### src/rtl/uart_tx_arbiter.sv
// uart_tx_arbiter
//   Round-robin arbiter sharing one UART transmitter between NREQ byte requesters.
//   A byte is accepted from one requester at a time and driven on tx_in with send
//   held high for SEND_HOLD cycles. The frame is then tracked through tx_done, and
//   a per-requester completion pulse (or a timeout pulse) is returned.
//
// Ports:
//   clk, rst     system clock, asynchronous active-high reset
//   req_valid    per-requester byte pending
//   req_data     byte of requester i at [8i+7:8i]
//   req_ready    one-cycle pulse, byte of requester i accepted
//   req_done     one-cycle pulse, frame of requester i completed
//   tx_in, send  byte and transmit request towards the transmitter
//   tx_done      transmitter frame-complete level
//   busy         high whenever the arbiter is not idle
//   err_timeout  one-cycle pulse when a frame is abandoned
//   grant_id     index of the current or last granted requester
module uart_tx_arbiter #(
    parameter int unsigned NREQ      = 4,
    parameter int unsigned SEND_HOLD = 10418,
    parameter int unsigned TIMEOUT   = 131072
) (
    input  logic                    clk,
    input  logic                    rst,
    input  logic [NREQ-1:0]         req_valid,
    input  logic [8*NREQ-1:0]       req_data,
    output logic [NREQ-1:0]         req_ready,
    output logic [NREQ-1:0]         req_done,
    output logic [7:0]              tx_in,
    output logic                    send,
    input  logic                    tx_done,
    output logic                    busy,
    output logic                    err_timeout,
    output logic [$clog2(NREQ)-1:0] grant_id
);

    localparam int unsigned IdW   = $clog2(NREQ);
    localparam int unsigned HoldW = $clog2(SEND_HOLD + 1);
    localparam int unsigned TimeW = $clog2(TIMEOUT + 1);

    localparam logic [IdW-1:0]   IdLast   = IdW'(NREQ - 1);
    localparam logic [HoldW-1:0] HoldLast = HoldW'(SEND_HOLD - 1);
    localparam logic [TimeW-1:0] TimeLast = TimeW'(TIMEOUT - 1);

    typedef enum logic [1:0] {
        StIdle,
        StSend,
        StWaitDone,
        StGap
    } state_e;

    state_e           state;
    logic [IdW-1:0]   rr_ptr;
    logic [HoldW-1:0] hold_cnt;
    logic [TimeW-1:0] timer;
    logic             tx_done_q;

    logic             tx_done_rise;
    logic [IdW-1:0]   next_ptr;
    logic             arb_found;
    logic [IdW-1:0]   arb_idx;
    logic [IdW-1:0]   cand;
    logic [7:0]       arb_byte;

    assign tx_done_rise = tx_done & ~tx_done_q;

    // The requester just served becomes lowest priority on the next arbitration.
    assign next_ptr = (grant_id == IdLast) ? '0 : grant_id + IdW'(1);

    // First valid requester searching upward from rr_ptr with wrap-around.
    always_comb begin
        arb_found = 1'b0;
        arb_idx   = '0;
        cand      = '0;
        arb_byte  = 8'h00;
        for (int unsigned k = 0; k < NREQ; k++) begin
            cand = IdW'((32'(rr_ptr) + k) % NREQ);
            if (!arb_found && req_valid[cand]) begin
                arb_found = 1'b1;
                arb_idx   = cand;
            end
        end
        for (int unsigned k = 0; k < NREQ; k++) begin
            if (arb_idx == IdW'(k)) begin
                arb_byte = req_data[8*k +: 8];
            end
        end
    end

    always_ff @(posedge clk or posedge rst) begin
        if (rst) begin
            state       <= StIdle;
            rr_ptr      <= '0;
            hold_cnt    <= '0;
            timer       <= '0;
            tx_done_q   <= 1'b0;
            req_ready   <= '0;
            req_done    <= '0;
            tx_in       <= 8'h00;
            send        <= 1'b0;
            busy        <= 1'b0;
            err_timeout <= 1'b0;
            grant_id    <= '0;
        end else begin
            tx_done_q   <= tx_done;
            req_ready   <= '0;
            req_done    <= '0;
            err_timeout <= 1'b0;

            unique case (state)
                StIdle: begin
                    if (arb_found) begin
                        grant_id  <= arb_idx;
                        tx_in     <= arb_byte;
                        req_ready <= NREQ'(1) << arb_idx;
                        send      <= 1'b1;
                        busy      <= 1'b1;
                        hold_cnt  <= '0;
                        state     <= StSend;
                    end
                end

                // A tx_done rise here is deliberately ignored.
                StSend: begin
                    if (hold_cnt == HoldLast) begin
                        send  <= 1'b0;
                        timer <= '0;
                        state <= StWaitDone;
                    end else begin
                        hold_cnt <= hold_cnt + HoldW'(1);
                    end
                end

                StWaitDone: begin
                    if (tx_done_rise) begin
                        req_done <= NREQ'(1) << grant_id;
                        rr_ptr   <= next_ptr;
                        state    <= StGap;
                    end else if (timer == TimeLast) begin
                        err_timeout <= 1'b1;
                        rr_ptr      <= next_ptr;
                        state       <= StGap;
                    end else begin
                        timer <= timer + TimeW'(1);
                    end
                end

                // Let a still-high tx_done level drain so it cannot complete the next frame.
                StGap: begin
                    if (!tx_done_q) begin
                        busy  <= 1'b0;
                        state <= StIdle;
                    end
                end

                default: state <= StIdle;
            endcase
        end
    end

endmodule

### config.mk
export PLATFORM = sky130hd
export DESIGN_NAME = uart_tx_arbiter
export DESIGN_NICKNAME = d
export VERILOG_FILES = /design/src/rtl/uart_tx_arbiter.sv
export SDC_FILE = /design/constraint.sdc
export NUM_CORES = 1
export LEC_CHECK = 0
export ABC_CLOCK_PERIOD_IN_PS = 7700
export CORE_MARGIN = 2
export CORE_UTILIZATION = 40
export DETAILED_ROUTE_END_ITERATION = 7
export GPL_TIMING_DRIVEN = 0
export PLACE_DENSITY = 0.62
export SLEW_MARGIN = 10
export SYNTH_ARGS = -nofsm -noshare
export SYNTH_HDL_FRONTEND = slang
export SYNTH_SLANG_ARGS = --single-unit
### constraint.sdc
create_clock -name clk -period 7.7 [get_ports clk]
set_clock_uncertainty 0.15 [all_clocks]
set_input_delay 1.54 -clock clk [delete_from_list [all_inputs] [get_ports clk]]
set_output_delay 1.54 -clock clk [all_outputs]
set_load 0.01 [all_outputs]
* Yosys cells after proc, flatten, opt, wreduce, memory -nomap -nowiden
Cells that the tools add are included.
W data, S select, Z words.
** Operators by class
- $add $sub $neg :: 6
- Order comparisons :: 4
- Equality and inequality tests :: 16
- Shift operators :: 2
- Multiplexer cells :: 48
- Bitwise logic cells :: 2
- Reduce and logical (&&, ||, !) cells :: 19
** Operator list (number)
- $mux W18 :: 3
- $pmux W18 S2 :: 1
- $mux W8 :: 4
- $mux W14 :: 2
- $pmux W14 S2 :: 1
- $mux W2 :: 12
- $add A18 B1 Y18 const B :: 1
- $eq A18 B17 Y1 const B :: 1
- $mux W4 :: 4
- $add A14 B1 Y14 const B :: 1
- $eq A14 B14 Y1 const B :: 1
- $mux W1 :: 14
- $lt A2 B3 Y1 const B :: 4
- $ne A2 B2 Y1 const B :: 6
- $eq A2 B2 Y1 const B :: 5
- $reduce_and A3 Y1 :: 3
- $bmux W1 S2 :: 4
- $pmux W2 S4 :: 1
- $reduce_and A4 Y1 :: 2
- $reduce_bool A2 Y1 :: 4
- $shl A1 B2 Y4 const A :: 2
- $add A2 B1 Y2 const B :: 2
- $add A2 B2 Y2 const B :: 2
- $eq A2 B1 Y1 const B :: 2
- other kinds (8) :: 15
** Storage, ports and cells
- Register bits :: 58
- Input port bits :: 39
- Output and inout bits :: 21
- Logic and storage cells :: 109

* Logic depth before layout (Yosys ltp)
- Depth after elaboration :: 17
- Depth in mapped cells :: 9
- Depth with buffers taken out :: 7

* Worst setup path after synthesis
No wires, ideal clock.
- Path type :: input to register
- Start point :: input port req_valid[2]
- End point :: register grant_id[1]
- Library setup time :: 125 ps
- Data arrival time :: 3199 ps
- Data required time :: 7425 ps
- Setup slack :: 4226 ps
- Cell stages on the path :: 4
- Buffers on the path :: 1
- Cell sequence :: nor4_1 > nand2b_1 > clkbuf_1 > mux2_2
** On the way
- Word-level cells in the longest chain between the ends :: 13
- Elaborated cells between the ends (all ways) :: 23
- Those cells by class :: mux (16); reduce/logical (7)
** Ends and longest elaborated chain
- start: declaration :: line 25 : input logic [NREQ-1:0] req_valid,
- $bmux W1 S2 :: line 78 : if (!arb_found && req_valid[cand]) begin
- $mux W1 (not written as such) :: line 78
- $mux W1 :: line 78
- $logic_not A1 Y1 :: line 78
- $logic_and A1 B1 Y1 :: line 78
- $mux W1 :: line 78
- $logic_not A1 Y1 :: line 78
- $logic_and A1 B1 Y1 :: line 78
- $mux W1 :: line 78
- $logic_not A1 Y1 :: line 78
- $logic_and A1 B1 Y1 :: line 78
- $mux W1 :: line 78
- $reduce_and A2 Y1 (no line)
- end signal: assignment :: line 113 : grant_id <= arb_idx;
- end: declaration :: line 34 : output logic [$clog2(NREQ)-1:0] grant_id
Parallel ways exist; a longest one is shown, timed or not. The select of a mux whose other input is x is not followed.
A chain may end at the register's enable or synchronous reset.

* Worst setup path in the final report
- Start point :: input port tx_done
- End point :: register timer[4]
** On the way
- Word-level cells in the longest chain between the ends :: 3
** Ends and longest elaborated chain
- start: declaration :: line 31 : input logic tx_done,
- $and A1 B1 Y1 :: line 65 : assign tx_done_rise = tx_done & ~tx_done_q;
- $ne A2 B2 Y1 (no line)
- $reduce_and A4 Y1 (no line)
- end signal: assignment :: line 144 : timer <= timer + TimeW'(1);
- end: declaration :: line 55 : logic [TimeW-1:0] timer;
No other way between the ends.

==> results.md <==
Timing:
- Based on the critical path, the design can be clocked at up to 280 MHz.
- The tightest hold path in the finished design has a slack of 0.336 ns.
- The share of the cycle needed by the critical path after routing is 46.4%.
- After routing, the total negative slack on setup checks comes to 0 ns.
- The measured slew at the worst slew-check pin is 0.788 ns.
- The number of endpoints failing setup at the final stage is 0.
- Setup repair after global routing left no endpoint under its margin.
- The count of pins over their slew limit came to 0.
- The worst path in the final design needs a cycle of 3.57 ns, including I/O delays and setup.
- The final worst-path setup slack is 4.13 ns.
- The final count of hold timing violations came to 0.
- Headroom to the max-slew limit came out at 47.1%.

Yosys:
- The count of state elements after synthesis is 58.
- Counting every net in the synthesized netlist gives 368.
- The complex-gate fraction of the synthesized area is 15.5%.
- Sequential cells were found to cover 45.9% of the synthesized design area.
- The top-area cell type share of the netlist area is 45.9%.
- The largest total area in the synthesized netlist belongs to dfrtp_1.
- In the post-synthesis netlist, the biggest area contributors are dfrtp_1 46%, mux2i_1 5.4%, ha_1 4.4%.
- Counting every instance in the synthesized netlist gives 318.
- By area, the combinational part of the netlist is dominated by simple AND/OR/NAND/NOR gates.
- The area of the mapped netlist is 3160 µm².
- The synthesis warning total is 0.
- After synthesis, the mean cell area works out to 9.95 µm².
- Summing the areas of all fa, ha and maj instances in the mapped netlist gives 4.35% of the synthesized area.
- The post-synthesis async set-or-reset flop share is 100%.
- For this run, the leading register cell type out of synthesis is dfrtp_1.
- The synthesized netlist contains 50 unique library cells.
- The synthesized netlist devotes 3.32% of its cell area to XOR and XNOR gates.
- In this run, synthesis inferred 0 flip-flops with an integrated enable.
- Of the total synthesized cell area, the portion taken by AND, OR, NAND and NOR gates is 20.9%.
- The post-synthesis mux area share is 6.45%.

Clock network:
- The clock latency on the worst-skew pair is 0.34 ns.
- The post-cts gate resize count is 0.
- The H-tree level count is 3.
- The root cell of the clock tree is clkbuf_8.
- The clock sink total is 58.
- The number of buffers on the longest clock path is 2.
- The number of clock buffers inserted by TritonCTS is 9.
- Buffers inserted to repair hold after CTS numbered 0.
- The number of setup buffers added after CTS is 0.
- The CTS clock-pin slew for the worst setup and hold paths is 0.06 ns.
- TritonCTS built the clock tree.

Global routing:
- Entering global routing, the biggest net connects 59 pins.
- The first global-routing pass estimated 11700 µm of wire.
- The number of global-route vias before repair is 2427.
- The number of antenna violations at the first check in global routing is 0.
- The total global-route track usage is 17.5%.
- After global routing the overflow that remains totals 0.

Hold path:
- The startpoint of the worst hold path is tx_in[7].
- The destination of the worst hold path is tx_in[7].
- The class of the most critical hold timing path is flip-flop to flip-flop.
- The worst hold path depth is 2.

Worst setup path:
- The kind of cell with the highest combined delay on the critical path is buffers and inverters.
- The cell at the slowest stage of the critical path is clkdlybuf4s50_1.
- The sum of buffers and inverters on the critical path is 2.
- Traced cell by cell, the critical path runs through clkdlybuf4s50_1, nor2b_1, and2_1, a31o_2, buf_1, o31ai_1, a21oi_1.
- For flop-to-flop paths, the worst setup slack is 4.90 ns.
- The arrival time reported for the critical path endpoint is 3.68 ns.
- The highest net fanout along the worst path is 10.
- The startpoint of the worst register-to-register path is hold_cnt[8].
- STA classifies the critical path endpoint as a flip-flop.
- The critical path launch point type is an input port.
- In this run the critical register-to-register path is captured at timer[10].
- Data on the critical path is required at its endpoint by 7.80 ns.
- The classification of the worst setup path is input port to flip-flop.
- The number of cells on the worst reg-to-reg path is 6.
- On the worst path, the slowest cell contributes a delay of 0.49 ns.

Finish:
- In the layout the commonest cells are 59 x clkdlybuf4s50_1, 58 x dfrtp_1, 28 x nand2_1.
- The leading cell type in the layout, fill and taps excluded is clkdlybuf4s50_1.
- The final cell count without fillers is 496.
- The final instance area is 4090 µm².
- The number of nets in the finished design is 439.
- The area growth from synthesis to final layout is 29.2%.
- The number of antenna diodes in the final layout is 0.
- The share of final-layout standard cells stronger than drive strength 1 is 8.63%.
- The final design utilization is 53.2%.

Route:
- Summed over all layers, the routed wires come to 7340 µm.
- In the final routed layout, each cell accounts on average for 14.8 µm.
- The first routing iteration left 121 violations.
- After detailed routing, the number of remaining DRC violations is 0.
- Using the TritonRoute via totals, the vias-per-cell ratio works out to 5.41.
- The detail route stage leaves a number of antenna-violating nets equal to 0.
- The number of optimization iterations in the first detailed-route pass is 5.
- Summing over every cut layer, the via total after detailed routing is 2683.

Flow run:
- The tool flagged a number of max-cap violations equal to 0.

Floorplanning:
- The floorplan step set the die height to 92.9 µm.
- For this design the top-level I/O count stands at 60.
- The horizontal die dimension is 92.9 µm.
- The die covers 8640 µm².
- Once the floorplan was initialized, standard cells occupied 41.1% of the core.
- The row count is 32.
- After floorplanning, the core was sized to cover 7690 µm².

Placement:
- The final HPWL from detailed placement is 5170 µm.
- The number of placed instances, taps included, is 480.
- The weighted congestion reported at the end of routability-driven placement is 0.785.
- The total cell area at the placement stage is 3900 µm².
- The pre-CTS worst setup slack is 3.79 ns.
- The count of port buffers added during placement is 59.

Power:
- For this design the static power due to leakage is 1.71 nW.
- In this run the power density over the cells is 309 nW/µm².
- The overall power of the completed layout is 1.26 mW.
- The worst-case IR drop observed on VDD is 0.165 mV.

Status:
- The run finished with clean final reports.
==> per-layer routing <==
| layer | vias to the layer above | GRT usage (%) | wire (µm) |
|---|---|---|---|
| met3 | 6 | 4.96 | 262 |
| li1 | 1316 | - | - |
| met4 | 0 | 6.62 | 87 |
| met2 | 48 | 27.6 | 3580 |
| met5 | - | 0 | 0 |
| met1 | 1313 | 22.9 | 3400 |
==> how the worst max path moves through the flow <==
stage	slack (ns)	depth (start not counted)	end	startpoint
6_report	4.13	7	timer[4]	tx_done
5_1_grt	3.97	7	timer[2]	tx_done
4_1_cts	4.15	7	timer[2]	tx_done
3_5_place_dp	3.79	7	timer[4]	tx_done
3_3_place_gp	3.04	5	grant_id[1]	req_valid[3]
2_1_floorplan	4.23	4	grant_id[1]	req_valid[2]
==> sequential cells by signal (all words and copies together), names as in the netlist <==
name	count
busy	1
err_timeout	1
grant_id	2
hold_cnt	14
req_done	4
req_ready	4
rr_ptr	2
send	1
state	2
timer	18
tx_done_q	1
tx_in	8
==> cell families (layout without fill, tap and decap cells) <==
kind of cell               after synthesis  in the layout
AOI/OAI and AO/OA                       71             71
DFF                                     58             58
and+or+nand+nor                        118            118
muxes                                   20             20
xor gates and xnor gates                12             12
adders and majority gates               11             11
buffers and inverters                   28            104
==> worst reg2reg max path: stages, from the launching register on <==
cell	delay (ns)
dfrtp_1	0.43
or4b_4	0.59
nor4_4	0.58
o21ai_2	0.22
buf_2	0.24
or3_1	0.36
a21oi_1	0.15
==> cells in the mapped netlist (all sizes together), types with 2 or more instances <==
cell type and n:
o31ai 13, nand2 28, nand4b 2, or4 14, mux2i 17, xnor2 3
a21oi 20, and4 4, a211o 2, o221ai 8, nand4 7, xor2 9
or3 2, clkbuf 9, nor4 4, buf 5, dfrtp 58, nand3 11
ha 11, o211ai 4, and2 2, a211oi 3, a21o 2, inv 14
a22o 2, mux2 3, and3 4, nor2b 3, o21ai 12, nor2 23
nand2b 7
==> power breakdown <==
group | total [mW] | switching, mW | internal, mW
combinational | 0.509 | 0.272 | 0.237
sequential | 0.489 | 0.0901 | 0.399
clock | 0.264 | 0.122 | 0.142
==> layout make-up <==
class | count | area [µm²]
Inverter | 14 | 55.1
Clock inverter | 4 | 25.0
Sequential cell | 58 | 1450
Buffer | 14 | 62.6
Fill cell | 715 | 3600
Timing Repair Buffer | 60 | 598
Multi-Input combinational cell | 232 | 1600
Clock buffer | 12 | 165
Tap cell | 102 | 128
Note: power is estimated with default switching activity, not from simulation.
